<file path="src/rtl/clock_display_pkg.sv">
// Shared constants for the HH:MM:SS multiplexed 7-segment display: segment codes, digit
// indices and edit-field encoding.
package clock_display_pkg;

    // Active-low {g,f,e,d,c,b,a}
    localparam logic [6:0] SEG_DIGIT [0:9] = '{
        7'h40, 7'h79, 7'h24, 7'h30, 7'h19, 7'h12, 7'h02, 7'h78, 7'h00, 7'h10
    };
    localparam logic [6:0] SEG_DASH = 7'h3F;
    localparam logic [6:0] SEG_OFF  = 7'h7F;
    localparam logic [5:0] AN_OFF   = 6'h3F;

    localparam logic [2:0] IDX_SEC_ONES  = 3'd0;
    localparam logic [2:0] IDX_SEC_TENS  = 3'd1;
    localparam logic [2:0] IDX_MIN_ONES  = 3'd2;
    localparam logic [2:0] IDX_MIN_TENS  = 3'd3;
    localparam logic [2:0] IDX_HOUR_ONES = 3'd4;
    localparam logic [2:0] IDX_HOUR_TENS = 3'd5;

    typedef enum logic [1:0] {
        FieldNone = 2'd0,
        FieldSec  = 2'd1,
        FieldMin  = 2'd2,
        FieldHour = 2'd3
    } field_e;

    function automatic logic [6:0] seg_code(input logic [3:0] digit, input logic dash);
        if (dash || (digit > 4'd9)) begin
            return SEG_DASH;
        end
        return SEG_DIGIT[digit];
    endfunction

    function automatic field_e field_of(input logic [2:0] idx);
        case (idx)
            IDX_SEC_ONES, IDX_SEC_TENS:   return FieldSec;
            IDX_MIN_ONES, IDX_MIN_TENS:   return FieldMin;
            IDX_HOUR_ONES, IDX_HOUR_TENS: return FieldHour;
            default:                      return FieldNone;
        endcase
    endfunction

endpackage

</file>
<file path="src/rtl/clock_display_scan_bin2bcd.sv">
// Two-digit binary-to-BCD converter for one time field, flagging values above LIMIT.
module bin2bcd_2digit #(
    parameter int unsigned LIMIT = 59
) (
    input  logic [7:0] value,
    output logic [3:0] tens,
    output logic [3:0] ones,
    output logic       out_of_range
);

    always_comb begin
        tens         = 4'(value / 8'd10);
        ones         = 4'(value % 8'd10);
        out_of_range = (value > 8'(LIMIT));
    end

endmodule

</file>
<file path="src/rtl/clock_display_scan.sv">
// Scans snapshotted sec/min/hour onto a 6-digit multiplexed 7-seg display with a blank window
// after every digit switch. Define CLOCK_DISPLAY_BLINK_EN to blink the field chosen by edit_sel.
module clock_display_scan
    import clock_display_pkg::*;
#(
    parameter int unsigned CLK_HZ       = 100_000_000,
    parameter int unsigned SCAN_HZ      = 6_000,
    parameter int unsigned BLANK_CYCLES = 16,
    parameter int unsigned BLINK_HZ     = 2
) (
    input  logic       clk_100MHz,
    input  logic       reset,
    input  logic [7:0] sec,
    input  logic [7:0] min,
    input  logic [7:0] hour,
    input  logic [1:0] edit_sel,
    output logic [5:0] an,
    output logic [6:0] seg,
    output logic       dp
);

    localparam int unsigned DIV = CLK_HZ / SCAN_HZ;
    localparam int unsigned PW  = (DIV > 2) ? $clog2(DIV) : 1;

    logic [PW-1:0] presc_q, presc_d;
    logic [2:0]    idx_q, idx_d;
    logic [7:0]    snap_sec_q, snap_min_q, snap_hour_q;
    logic          scan_tick, frame_wrap, blank_field;
    logic [5:0]    an_d;
    logic [6:0]    seg_d;
    logic          dp_d;

    logic [3:0] sec_tens, sec_ones, min_tens, min_ones, hour_tens, hour_ones;
    logic       sec_oor, min_oor, hour_oor;

    bin2bcd_2digit #(.LIMIT(59)) u_sec (
        .value(snap_sec_q), .tens(sec_tens), .ones(sec_ones), .out_of_range(sec_oor)
    );
    bin2bcd_2digit #(.LIMIT(59)) u_min (
        .value(snap_min_q), .tens(min_tens), .ones(min_ones), .out_of_range(min_oor)
    );
    bin2bcd_2digit #(.LIMIT(23)) u_hour (
        .value(snap_hour_q), .tens(hour_tens), .ones(hour_ones), .out_of_range(hour_oor)
    );

    always_comb begin
        scan_tick  = (presc_q == PW'(DIV - 1));
        frame_wrap = scan_tick && (idx_q == IDX_HOUR_TENS);
        presc_d    = scan_tick ? '0 : presc_q + 1'b1;
        idx_d      = idx_q;
        if (scan_tick) begin
            idx_d = (idx_q == IDX_HOUR_TENS) ? IDX_SEC_ONES : idx_q + 3'd1;
        end
    end

`ifdef CLOCK_DISPLAY_BLINK_EN
    localparam int unsigned HALF = CLK_HZ / (2 * BLINK_HZ);
    localparam int unsigned BW   = (HALF > 2) ? $clog2(HALF) : 1;

    logic [BW-1:0] blink_cnt_q;
    logic          phase_q;
    field_e        sel_q;

    always_ff @(posedge clk_100MHz or posedge reset) begin
        if (reset) begin
            blink_cnt_q <= '0;
            phase_q     <= 1'b0;
            sel_q       <= FieldNone;
        end else begin
            if (blink_cnt_q == BW'(HALF - 1)) begin
                blink_cnt_q <= '0;
                phase_q     <= ~phase_q;
            end else begin
                blink_cnt_q <= blink_cnt_q + 1'b1;
            end
            // Edited field only moves on a digit switch so a digit is never cut mid-window.
            if (scan_tick) begin
                sel_q <= field_e'(edit_sel);
            end
        end
    end

    assign blank_field = phase_q && (sel_q != FieldNone) && (field_of(idx_q) == sel_q);
`else
    logic unused_edit_sel;
    assign unused_edit_sel = ^edit_sel;
    assign blank_field     = 1'b0;
`endif

    always_comb begin
        seg_d = SEG_OFF;
        case (idx_q)
            IDX_SEC_ONES:  seg_d = seg_code(sec_ones, sec_oor);
            IDX_SEC_TENS:  seg_d = seg_code(sec_tens, sec_oor);
            IDX_MIN_ONES:  seg_d = seg_code(min_ones, min_oor);
            IDX_MIN_TENS:  seg_d = seg_code(min_tens, min_oor);
            IDX_HOUR_ONES: seg_d = seg_code(hour_ones, hour_oor);
            IDX_HOUR_TENS: seg_d = seg_code(hour_tens, hour_oor);
            default:       seg_d = SEG_OFF;
        endcase
        dp_d = !((idx_q == IDX_MIN_ONES) || (idx_q == IDX_HOUR_ONES));
        // Anodes stay off while the prescaler is inside the blank window after a switch.
        if ((presc_q < PW'(BLANK_CYCLES)) || blank_field) begin
            an_d = AN_OFF;
        end else begin
            an_d = ~(6'b1 << idx_q);
        end
    end

    always_ff @(posedge clk_100MHz or posedge reset) begin
        if (reset) begin
            presc_q     <= '0;
            idx_q       <= IDX_SEC_ONES;
            snap_sec_q  <= '0;
            snap_min_q  <= '0;
            snap_hour_q <= '0;
            an          <= AN_OFF;
            seg         <= SEG_OFF;
            dp          <= 1'b1;
        end else begin
            presc_q <= presc_d;
            idx_q   <= idx_d;
            if (frame_wrap) begin
                snap_sec_q  <= sec;
                snap_min_q  <= min;
                snap_hour_q <= hour;
            end
            an  <= an_d;
            seg <= seg_d;
            dp  <= dp_d;
        end
    end

endmodule

</file>
<file path="config.mk">
export PLATFORM = sky130hd
export DESIGN_NAME = clock_display_scan
export DESIGN_NICKNAME = d
export VERILOG_FILES = /design/src/rtl/clock_display_pkg.sv /design/src/rtl/clock_display_scan_bin2bcd.sv /design/src/rtl/clock_display_scan.sv
export SDC_FILE = /design/constraint.sdc
export NUM_CORES = 1
export LEC_CHECK = 0
export ABC_AREA = 1
export CAP_MARGIN = 40
export CORE_MARGIN = 8
export CORE_UTILIZATION = 50
export CTS_CLUSTER_SIZE = 28
export DETAILED_ROUTE_END_ITERATION = 8
export GPL_TIMING_DRIVEN = 0
export PLACE_DENSITY = 0.79
export SLEW_MARGIN = 15
export SYNTH_ARGS = -nofsm -noshare
export SYNTH_HDL_FRONTEND = slang
export SYNTH_SLANG_ARGS = --single-unit
</file>
<file path="constraint.sdc">
create_clock -name clk_100MHz -period 7.5 [get_ports clk_100MHz]
set_clock_uncertainty 0.2 [all_clocks]
set_input_delay 1.875 -clock clk_100MHz [delete_from_list [all_inputs] [get_ports clk_100MHz]]
set_output_delay 1.875 -clock clk_100MHz [all_outputs]
set_load 0.02 [all_outputs]
</file>
Word level (Yosys, flattened, before mapping)
Memories as Yosys holds them, arrays and structs flattened.
Index checks and enable logic that the tools add are counted.
{ "totals": {"mem_bits_ro": 672, "memories": 6, "ramBits": 0, "regBits": 56, "latch_bits": 0, "in_bits": 28, "wordCells": 102} }
{ "op_classes": {"n_shift": 1, "bitwise": 7, "multipliers": 0, "order_cmp": 16, "addsub": 2, "n_reduce_logical": 10, "n_eq_ne": 6, "n_mux": 40, "div_mod_pow": 6} }
{ "mem_list": {"columns": ["name", "depth", "word_bits", "read_ports", "rd_ports_with_merged_regs", "write_ports", "line_no", "source"], "rows": [
  ["(name not given)", 16, 7, 1, 0, 0, "clock_display_pkg.sv:31", "return SEG_DIGIT[digit];"],
  ["(name not given)", 16, 7, 1, 0, 0, "clock_display_pkg.sv:31", null],
  ["(name not given)", 16, 7, 1, 0, 0, "clock_display_pkg.sv:31", null],
  ["(name not given)", 16, 7, 1, 0, 0, "clock_display_pkg.sv:31", null],
  ["(name not given)", 16, 7, 1, 0, 0, "clock_display_pkg.sv:31", null],
  ["(name not given)", 16, 7, 1, 0, 0, "clock_display_pkg.sv:31", null]
]} }
{ "ops": {"columns": ["operator", "n"], "rows": [
  ["7-bit 2-to-1 mux", 24],
  ["7-bit case mux with 6 select lines", 1],
  ["5-bit >= comparator, second input constant", 6],
  ["4-bit inverter with 5-bit output", 6],
  ["8-bit by 4-bit divider with 8-bit output, second input constant", 3],
  ["4-bit > comparator, second input constant", 6],
  ["8-bit by 4-bit modulo with 8-bit output, second input constant", 3],
  ["8-bit by 6-bit > comparator with 1-bit output, second input constant", 2],
  ["15-bit by 1-bit adder with 15-bit output, second input constant", 1],
  ["15-bit == test, second input constant", 1],
  ["15-bit by 5-bit less-than comparator with 1-bit output, second input constant", 1],
  ["15-bit 2-to-1 mux", 1],
  ["1-bit 2-to-1 mux", 12],
  ["8-bit by 5-bit > comparator with 1-bit output, second input constant", 1],
  ["1-bit logical OR", 7],
  ["3-bit by 2-bit == test with 1-bit output, second input constant", 2],
  ["3-bit == test, second input constant", 2],
  ["6-bit 2-to-1 mux", 1],
  ["6-bit inverter", 1],
  ["1-bit by 3-bit << shifter with 6-bit output, first input constant", 1],
  ["3-bit by 1-bit adder with 3-bit output, second input constant", 1],
  ["3-bit by 1-bit == test with 1-bit output, second input constant", 1],
  ["3-bit zero test", 1],
  ["3-bit 2-to-1 mux", 1],
  ["other kinds (2)", 2]
]} }

Logic depth before layout (Yosys ltp)
{ "depth": {"depth_word": 7, "mapped_depth": 32, "ltp_nobuf": 32} }

Modules after synthesis
From an unflattened synthesis, not the netlist that was laid out.
{ "unflattened": {"hier_cells": 811, "area_unflattened_um2": 5378.9} }
{ "modules_own_cells": {"columns": ["mod", "seq_area_each_um2", "area_each_um2", "cells_per_inst", "n_inst"], "rows": [
  ["clock_display_scan", 1418.9, 3821.2, 532, 1],
  ["bin2bcd_2digit at u_min", 0.0, 534.3, 96, 1],
  ["bin2bcd_2digit at u_sec", 0.0, 534.3, 100, 1],
  ["bin2bcd_2digit at u_hour", 0.0, 489.2, 83, 1]
]} }

Worst setup path after synthesis
No wires, ideal clock.
{ "synth_path": {"path_type": "register -> register", "startpoint": "register snap_sec_q[7]", "endpoint": "register seg[0]", "n_path_buf": 1, "slack_ns": 4.142, "setup_ns": 0.061, "path_stages_with_launch": 30, "required_ns": 7.239, "arrival_time_ns": 3.097, "path_cell_list": "dfrtp_1 -> buf_2 -> a21oi_2 -> o21bai_1 -> nand2_2 -> nand2_2 -> nand2_2 -> nand3_2 -> nand2_2 -> nand3_2 -> nand2_2 -> nand2_2 -> nand2_4 -> nand2_4 -> inv_2 -> nand2_1 -> nand2_1 -> inv_2 -> nand2_4 -> xor2_1 -> inv_1 -> ha_1 -> or2_2 -> nand3_1 -> nand2_2 -> nand2_2 -> inv_2 -> nand2_1 -> nand2_1 -> nand2_1"} }
{ "synth_between": {"elab_chain_cells": 7} }
{ "synth_rtl": {"columns": ["item", "line_no", "source"], "rows": [
  ["from (decl)", "clock_display_scan.sv:27", "logic [7:0] snap_sec_q, snap_min_q, snap_hour_q;"],
  ["from (signal assigned)", "clock_display_scan.sv:114", "snap_sec_q <= '0;"],
  ["from (signal assigned)", "clock_display_scan.sv:124", "snap_sec_q <= sec;"],
  ["8-bit by 4-bit divider with 8-bit output or 8-bit by 4-bit modulo with 8-bit output (tied branches)", "clock_display_scan_bin2bcd.sv:12, clock_display_scan_bin2bcd.sv:13", null],
  ["4-bit inverter with 5-bit output (implied by the code) or 4-bit > comparator (tied branches)", "clock_display_pkg.sv:31, clock_display_pkg.sv:28", null],
  ["memory read 16 x 7 bit or 1-bit logical OR (tied branches)", null, null],
  ["7-bit 2-to-1 mux (implied by the code) or 1-bit 2-to-1 mux (tied branches)", "clock_display_pkg.sv:31, clock_display_pkg.sv:28", null],
  ["7-bit 2-to-1 mux (implied by the code) or 1-bit 2-to-1 mux (tied branches)", "clock_display_pkg.sv:31, clock_display_scan.sv:92", null],
  ["7-bit 2-to-1 mux", "clock_display_pkg.sv:31", null],
  ["7-bit case mux with 6 select lines *", "clock_display_scan.sv:92", "case (idx_q)"],
  ["net seg_d[0]", "clock_display_scan.sv:30", "logic [6:0] seg_d;"],
  ["to (signal assigned)", "clock_display_scan.sv:129", "seg <= seg_d;"],
  ["to (decl)", "clock_display_scan.sv:18", "output logic [6:0] seg,"]
]} }
Mark *: on every way through the listed nets, which the timed path passes. The rest lies on a longest branch. The select of a mux whose other input is x is not followed.
A chain may end at the register's enable or synchronous reset.

Worst setup path after layout
{ "layout_path": {"startpoint": "register snap_sec_q[7]", "endpoint": "register seg[3]"} }
The elaborated chain is that of the path after synthesis.

==> flow_summary.ini <==
[outcome]
status = completed

[synthesis]
synth_top_area_cell = dfrtp_1
ys_types = 43
synth-adder-area-share = 0.08317
ys_top_cells_by_area = dfrtp_1 21%, nand2_1 12%, ha_1 8.3%, inv_1 7.8%, dfstp_2 7.4%
synth.net_count = 762
synth_xor_area_frac = 0.008821
synth-seq-cells = 56
syn_area_per_cell_um2 = 7.082
synth-simple-area-share = 0.3841
synthMuxAreaShare = 0.05444
synth_warnings = 0
synth_top_family_by_area = simple AND/OR/NAND/NOR gates
synth_compound_area_frac = 0.08594
netlist.area_leader.share = 0.2117
synth-main-ff-cell = dfrtp_1
synthArstFlopShare = 1.000
ys_seq_area_frac = 0.2858
synth-edff-count = 0
synthesis.area_um2 = 4965
synthCells = 701

[critical_path]
cp_data_required_time_ns = 7.58
crit_fanout = 8
crit_path_frequent_cell = nand2_2
critPathMaxStageDelay_ns = 0.39
crit_type = reg -> reg
cpMaxStageDelayCell = dfrtp_1
cp.arrival_ns = 3.91
critPathLaunchType = register
cp.buffers_inverters = 5
crit_path_end_kind = register
critPathTopFamily = simple AND/OR/NAND/NOR gates

[routing]
viasPerCell = 5.189
wl_per_cell_um = 12.41
route.detailed.drc = 0
routed_wl_mm = 10.94
first_pass_iters = 5
postRouteAntennaNets = 0
drtIter0Drc = 222
dr_total_vias = 4577

[floorplanning]
die_w_um = 115.6
coreArea_um2 = 9729
die_area_um2 = 13370
die_h_um = 115.6
rows = 36
io_pins = 42
start_util = 0.5103

[grt]
grt_max_degree = 30
grt_overflow = 0
grt_pass1_wl_mm = 19.15
antenna_found_initial = 0
grt_pass1_vias = 4612
track_usage = 0.1731

[cells_and_area]
nFillCells = 887
drive_above_1_share = 0.1896
num_antenna_cells = 0
finalNetCount = 809
area_growth_pct = 14.06
utilization = 0.5820

[cts]
post_cts_buffers = 0
clk_latency_ns = 0.33
htree_levels = 2
clockRootBuffer = clkbuf_8
cts_tree = done
cts_resized = 0
cts.sinks = 56
cts_buffer_depth = 2
cts_made_buffers = 5
ctsHoldBuffers = 0
clkSlewWorstSetupHoldPaths_ns = 0.11

[placed_design]
placement.setup.worst_slack_ns = 3.704
dp_hpwl_mm = 8.725
port_buffers = 39
routabilityCongestion = 0.9490

[sta]
slew_viol_final = 0
worstMarginPinSlew_ns = 0.7316
fin_ws_ns = 3.669
rsz0062_at_grt = false
fmax_ghz = 0.2610
fin_crit_sh = 0.5108
setup_violations = 0
timing.final.crit_period_ns = 3.831
slew_headroom = 0.5122
fin_tns_setup_ns = 0
finalHoldViolCount = 0

[power]
ir_worst_vdd_mv = 0.07402
p_per_area_nw_per_um2 = 170.4
p_leak_uw = 0.002933

[worst_hold_path]
hold_path_class = reg -> reg

[flow_run]
drv_cap = 0
## cells in the mapped netlist (all sizes together) (2+ instances only)
cell type,number
or2,6
o21ai,20
nor3,7
nor2,61
xor2,5
mux2,24
o211ai,4
buf,2
dfstp,14
nand3b,6
nor4,7
o21bai,2
nand4,13
dfrtp,42
o2111ai,3
a21oi,20
inv,126
o31ai,4
a21o,3
nand3,81
a311oi,2
ha,33
nand2,205
o22ai,2
## state kept, by name, indices dropped and copies added (netlist names)
signal and count:
idx_q 3, dp 1, seg 7, presc_q 15, snap_hour_q 8, snap_sec_q 8, an 6, snap_min_q 8
## power by group
| group | internal (uW) | switching [uW] | total [uW] |
|---|---|---|---|
| Sequential | 319 | 10.2 | 330 |
| Combinational | 150 | 268 | 419 |
| Clock | 109 | 107 | 217 |
| Total | 579 | 386 | 965 |
## path summary, 6_finish.rpt
| path | cells past startpoint | slack, ns | end | from |
|---|---|---|---|---|
| max | 29 | 3.67 | seg[3] | snap_sec_q[7] |
| min | 1 | 0.30 | presc_q[0] | presc_q[0] |
| max reg2reg | 29 | 3.67 | seg[3] | snap_sec_q[7] |
| min reg2reg | 1 | 0.30 | presc_q[0] | presc_q[0] |
| max in group asynchronous | 3 | 4.73 | an[4] | reset |
| min in group asynchronous | 2 | 1.73 | presc_q[0] | reset |
## placed cells by master (no fill, tap or decap), types with 2 or more instances in the layout
master	instances
nand3b_1	6
nor2_2	2
nand2_1	159
clkbuf_8	6
nor3_1	7
dfrtp_1	42
o21bai_1	2
ha_1	33
xor2_1	5
nand2_4	13
nor4_1	7
a21o_1	3
o2111ai_1	3
a21oi_1	16
nand4_1	12
inv_2	24
nand2_2	33
o22ai_1	2
or2_2	6
clkdlybuf4s50_1	39
o211ai_1	4
nand3_1	71
inv_1	102
a21oi_4	2
o21ai_0	13
nand3_2	10
mux2_2	24
nor2_1	59
dfstp_2	14
o21ai_1	7
o31ai_1	4
a311oi_1	2
a21oi_2	2
## per-stage QoR
step	area, um^2	cells	hold slack, ns	total power, uW
after floorplan	4965	701	0.2572	659.2
after global placement	5522	873	0.2707	732.4
after detailed placement	5542	874	0.2831	750.7
after CTS	5663	882	0.2982	972.3
after global routing	5663	882	0.3314	1043
final	5663	882	0.2997	964.8
## logic make-up after synthesis
| logic type | after synthesis |
|---|---|
| buffers and inverters | 129 |
| AND/OR/NAND/NOR | 389 |
| adder cells (fa/ha/maj) | 33 |
| AO/OA/AOI/OAI | 65 |
| XOR/XNOR | 5 |
| multiplexers | 24 |
| flip-flops | 56 |
## worst register-to-register path, delay by kind of cell, from the launching register on
family | cells | cell delay (ns)
AO/OA/AOI/OAI | 2 | 0.26
buffers and inverters | 5 | 0.54
XOR/XNOR | 1 | 0.30
flip-flops | 1 | 0.39
AND/OR/NAND/NOR | 20 | 1.88
adder cells (fa/ha/maj) | 1 | 0.22
## final cells by class
| cell class | count | area [um^2] | area share |
|---|---|---|---|
| clock buffer | 6 | 82.58 | 0.01458 |
| clock inverter | 2 | 38.79 | 0.006849 |
| sequential | 56 | 1419 | 0.2506 |
| multi-input combinational | 516 | 3060 | 0.5404 |
| timing repair buffer | 40 | 410.4 | 0.07247 |
| buffer | 3 | 12.51 | 0.002209 |
| inverter | 126 | 473.0 | 0.08352 |
| tap | 133 | 166.4 | 0.02939 |
## layer usage
layer	routed length, um	vias to the layer above	track usage	part of all wire
met2	5535	81	0.3155	0.51
met5	0	-	0	0
li1	-	2354	-	-
met4	290	0	0.07779	0.027
met1	4731	2116	0.1924	0.43
met3	385	26	0.03022	0.035
Power figures use the tool's default switching activity.
